--- config.mk ---
export PLATFORM = sky130hd
export DESIGN_NAME = md_issue_ctrl
export DESIGN_NICKNAME = d
export VERILOG_FILES = /design/src/rtl/md_issue_ctrl.sv
export SDC_FILE = /design/constraint.sdc
export NUM_CORES = 1
export LEC_CHECK = 0
export CORE_MARGIN = 3
export CORE_UTILIZATION = 55
export DETAILED_ROUTE_END_ITERATION = 16
export DONT_BUFFER_PORTS = 1
export PLACE_DENSITY = 0.7
export SLEW_MARGIN = 20
export SYNTH_ARGS = -nofsm -noshare
export SYNTH_HDL_FRONTEND = slang
export SYNTH_SLANG_ARGS = --single-unit
--- constraint.sdc ---
create_clock -name clk -period 4.15 [get_ports clk]
set_input_delay 1.245 -clock clk [delete_from_list [all_inputs] [get_ports clk]]
set_output_delay 1.245 -clock clk [all_outputs]
set_load 0.05 [all_outputs]
--- src/rtl/md_issue_ctrl.sv ---
// Execute-stage sequencer for the RV32M multiply/divide unit: decodes MUL..REMU,
// issues operands plus a one-hot op type, stalls while the unit is busy, and emits one writeback.
module md_issue_ctrl #(
    parameter int TIMEOUT = 40,
    parameter int CNT_W   = 6
) (
    input  logic        clk,
    input  logic        rst,
    input  logic        id_valid,
    input  logic [31:0] id_inst,
    input  logic [31:0] rs1_val,
    input  logic [31:0] rs2_val,
    input  logic        flush,
    output logic        stall,
    output logic [31:0] md_x,
    output logic [31:0] md_y,
    output logic [7:0]  md_type,
    input  logic [31:0] md_out,
    input  logic        md_pending,
    output logic        wb_valid,
    output logic [4:0]  wb_rd,
    output logic [31:0] wb_data,
    output logic        md_err
);

    typedef enum logic [1:0] {
        IDLE  = 2'd0,
        ISSUE = 2'd1,
        WAIT  = 2'd2,
        DONE  = 2'd3
    } state_t;

    localparam logic [6:0] OPC_OP     = 7'b0110011;
    localparam logic [6:0] F7_MULDIV  = 7'b0000001;
    localparam logic [CNT_W-1:0] CNT_LAST = CNT_W'(TIMEOUT - 1);

    state_t           state_q;
    state_t           state_d;
    logic [CNT_W-1:0] cnt_q;
    logic [2:0]       funct3_q;

    logic [6:0] opcode;
    logic [6:0] funct7;
    logic [2:0] funct3;
    logic [4:0] rd;
    logic       m_hit;
    logic       accept;
    logic       timeout_hit;
    logic       unused_fields;

    assign opcode = id_inst[6:0];
    assign rd     = id_inst[11:7];
    assign funct3 = id_inst[14:12];
    assign funct7 = id_inst[31:25];

    // Register-source fields are not needed: operand values arrive already read.
    assign unused_fields = ^id_inst[24:15];

    assign m_hit       = id_valid && (opcode == OPC_OP) && (funct7 == F7_MULDIV);
    assign accept      = (state_q == IDLE) && m_hit && !flush;
    assign timeout_hit = md_pending && (cnt_q == CNT_LAST);

    // Next-state and combinational outputs
    always_comb begin
        state_d  = state_q;
        stall    = 1'b0;
        md_type  = 8'h00;
        wb_valid = 1'b0;
        case (state_q)
            IDLE: begin
                if (accept) begin
                    state_d = ISSUE;
                    stall   = 1'b1;
                end
            end
            ISSUE: begin
                stall   = 1'b1;
                md_type = 8'h01 << funct3_q;
                // The unit is still loading operands, so md_pending is not meaningful yet.
                state_d = flush ? IDLE : WAIT;
            end
            WAIT: begin
                stall   = 1'b1;
                md_type = 8'h01 << funct3_q;
                if (flush) begin
                    state_d = IDLE;
                end else if (!md_pending || timeout_hit) begin
                    state_d = DONE;
                end
            end
            DONE: begin
                wb_valid = !flush;
                state_d  = IDLE;
            end
            default: state_d = IDLE;
        endcase
    end

    always_ff @(posedge clk or posedge rst) begin
        if (rst) begin
            state_q  <= IDLE;
            cnt_q    <= '0;
            funct3_q <= 3'd0;
            md_x     <= 32'd0;
            md_y     <= 32'd0;
            wb_rd    <= 5'd0;
            wb_data  <= 32'd0;
            md_err   <= 1'b0;
        end else begin
            state_q <= state_d;
            case (state_q)
                IDLE: begin
                    if (accept) begin
                        md_x     <= rs1_val;
                        md_y     <= rs2_val;
                        wb_rd    <= rd;
                        funct3_q <= funct3;
                        cnt_q    <= '0;
                    end
                end
                ISSUE: begin
                    if (flush) begin
                        cnt_q <= '0;
                    end
                end
                WAIT: begin
                    if (flush) begin
                        cnt_q <= '0;
                    end else if (!md_pending) begin
                        wb_data <= md_out;
                    end else if (timeout_hit) begin
                        // Abandon a hung unit; the counter stops here so it can never wrap.
                        wb_data <= 32'd0;
                        md_err  <= 1'b1;
                    end else begin
                        cnt_q <= cnt_q + 1'b1;
                    end
                end
                default: ;
            endcase
        end
    end

endmodule

==> metrics.txt <==
status=finished clean; Fin Setup TNS=0 ns; die height=96.9 um; synthesized flop and latch total=113; Clock Path Buffers=2; Fin. Hold Viols=0; Synth area leaders=dfrtp_1, mux2_2, a22o_1; Worst Tran Pin Value=0.937 ns; maxcap violations=0; CTS tree=yes; multi-input logic area=1620 um^2; final std cells w/o fill=442; Leakage=2.61 nW; # port buffers=0; Fillers=594; Mapped Area=4550 um^2; drt pass-1 iters=5; post-synth net total=455; dpl ws=0.617 ns; placed inst area=4680 um^2; Critical Path RT=2.90 ns; first-pass GRT wire length=16200 um; Layout area overhead=16.0%; overall power=3.71 mW; most area-hungry cell type in the Yosys netlist=dfrtp_1; total grt overflow=0; Post-Route Skew=0.00955 ns; Synth top area share=62.2%; WL final=10000 um; CTS sink count=113; Setup crit start kind=input pin; PostCTS Resize Cnt=0; achievable clock frequency=283 MHz; Max Transition Viols Final=0; Detail Placement HPWL=7150 um; worst skew pair latency=0.50 ns; flip-flop and latch area=2830 um^2; design area=5280 um^2; layout net count=467; Diodes inserted=0; Antenna Nets Post-Route=0; WL per Instance=22.7 um; Slew HR=37.3%; die area=9400 um^2; worst vdd ir=0.293 mV; gr usage total=21.9%; crit path time final=3.53 ns; H-tree depth=4; First DRT Iteration DRCs=68; share of post-route cells with drive strength above 1=36.5%; Pwr Density=704 nW/um^2; via count=2687; Post-Syn Instances=315; Num CTS Buffers=17; Worst EP arrival=2.28 ns; fin crit share=85.0%; I/O pin count=245; library cells used by synthesis=33; Synth Warn #=0; vias in the first global route=2928; Critical Path Sink Type=output port; Post-CTS Repair Setup Buffers=0; core area=7890 um^2; via/cell ratio=6.08; sequential-to-total area share from yosys stat=62.2%; Die Width=96.9 um; final routed DRC violation total=0; Inst Count DP=410; largest net degree at the start of global routing=73; Finish-stage setup viols=0; Worst Path Max Fanout=2; GPL Wtd Cong=0.876; initial core utilization=57.7%; Clock Tree Root=clkbuf_8; RSZ-0062 raised after global routing=no; Hold WC Path Type=flip-flop to flip-flop; Syn Area/Cell=14.4 um^2; initial antenna violation count=0; hold_buf cts=0; clock transition at the registers of the reported paths=0.06 ns; crit path kind=input pin to output port; Rows=32; min setup slack post-route=0.623 ns
state kept, by name, summed over array words and instances, names as in the netlist:
signal,flops
md_y,32
wb_data,32
md_err,1
state_q,2
wb_rd,5
cnt_q,6
md_x,32
funct3_q,3
cell type report:
class | count | area share (%)
inverter | 6 | 0.498
clock buffer | 19 | 8.37
clock inverter | 13 | 2.89
sequential | 113 | 53.6
timing repair buffer | 9 | 1.52
multi-input combinational | 180 | 30.7
tap | 102 | 2.42
layout by cell type (no fill, tap or decap), types with 2 or more instances in the layout:
master / n
dfrtp_1: 113
mux2_2: 73
a22o_1: 33
clkbuf_16: 16
nor2_1: 14
nor3_1: 8
buf_4: 8
ha_1: 7
clkinvlp_4: 6
inv_1: 5
nor2b_1: 5
nand2b_1: 5
o31a_1: 4
a21o_1: 3
nand2_1: 3
clkbuf_8: 3
inv_6: 3
nand4b_1: 2
a21oi_1: 2
a31o_2: 2
a41oi_1: 2
nand3_1: 2
nor2_2: 2
clkinv_4: 2
bufinv_16: 2
final timing paths:
| kind | startpoint | end | slack (ns) | cells past startpoint |
|---|---|---|---|---|
| max | id_inst[26] | stall | 0.62 | 6 |
| min | funct3_q[0]$_DFFE_PP0P_ | funct3_q[0]$_DFFE_PP0P_ | 0.54 | 1 |
| max reg2reg | state_q[0]$_DFFE_PP0P_ | md_x[17]$_DFFE_PP0P_ | 1.56 | 7 |
| min reg2reg | funct3_q[0]$_DFFE_PP0P_ | funct3_q[0]$_DFFE_PP0P_ | 0.54 | 1 |
| max in group asynchronous | rst | wb_data[13]$_DFFE_PP0P_ | 2.61 | 2 |
| min in group asynchronous | rst | wb_data[14]$_DFFE_PP0P_ | 0.62 | 1 |
per-layer routing:
metal	GRT usage, %	wire (um)	vias to the layer above
met4	6.48	101	0
li1	-	-	1175
met3	9.95	891	11
met1	25.0	3670	1369
met5	0	0	-
met2	37.0	5370	132
cell families after synthesis:
kind of cell,after synthesis,synth area share (%)
adders and majority gates,7,1.93
AOI/OAI and AO/OA,51,9.63
buffers and inverters,22,2.42
DFF,113,62.2
and+or+nand+nor,49,5.78
muxes,73,18.1
synthesized netlist by cell type:
cell and number:
buf_4 7, nor2b_1 5, buf_2 1, or2_2 1, nor4_2 1, mux2_2 73, clkbuf_1 7, ha_1 7
and3_1 1, nand4b_1 2, o32a_1 1, nor2_1 16, o31a_1 4, a31o_2 2, a31oi_2 1, a21o_1 3
o21ai_0 1, or3_1 1, nand3_1 2, a22o_1 33, and4b_1 1, nand2_1 4, dfrtp_1 113, nor4bb_1 1
a41oi_1 2, nand2b_1 5, nor3_1 8, o211a_1 1, a2bb2oi_1 1, nand4_1 1, inv_1 6, buf_1 1
a21oi_1 2
worst max-delay path, stage by stage:
cell and delay (ns):
nor4bb_1 0.24, and4b_1 0.27, and3_2 0.20, nor2_1 0.05, nor2_2 0.13, buf_12 0.15
metrics by stage:
stage	hold WS (ns)	util (%)
after CTS	0.549	66.8
after detailed placement	0.529	59.3
after floorplan	0.495	-
after global placement	0.516	59.3
final	0.539	66.9
after global routing	0.577	66.9
report_power, final:
| part | total [mW] | switching (mW) | internal [mW] |
|---|---|---|---|
| logic | 0.466 | 0.252 | 0.214 |
| registers | 1.83 | 0.595 | 1.24 |
| clock network | 1.42 | 0.522 | 0.896 |
No activity file was read; power rests on OpenSTA's default activity.
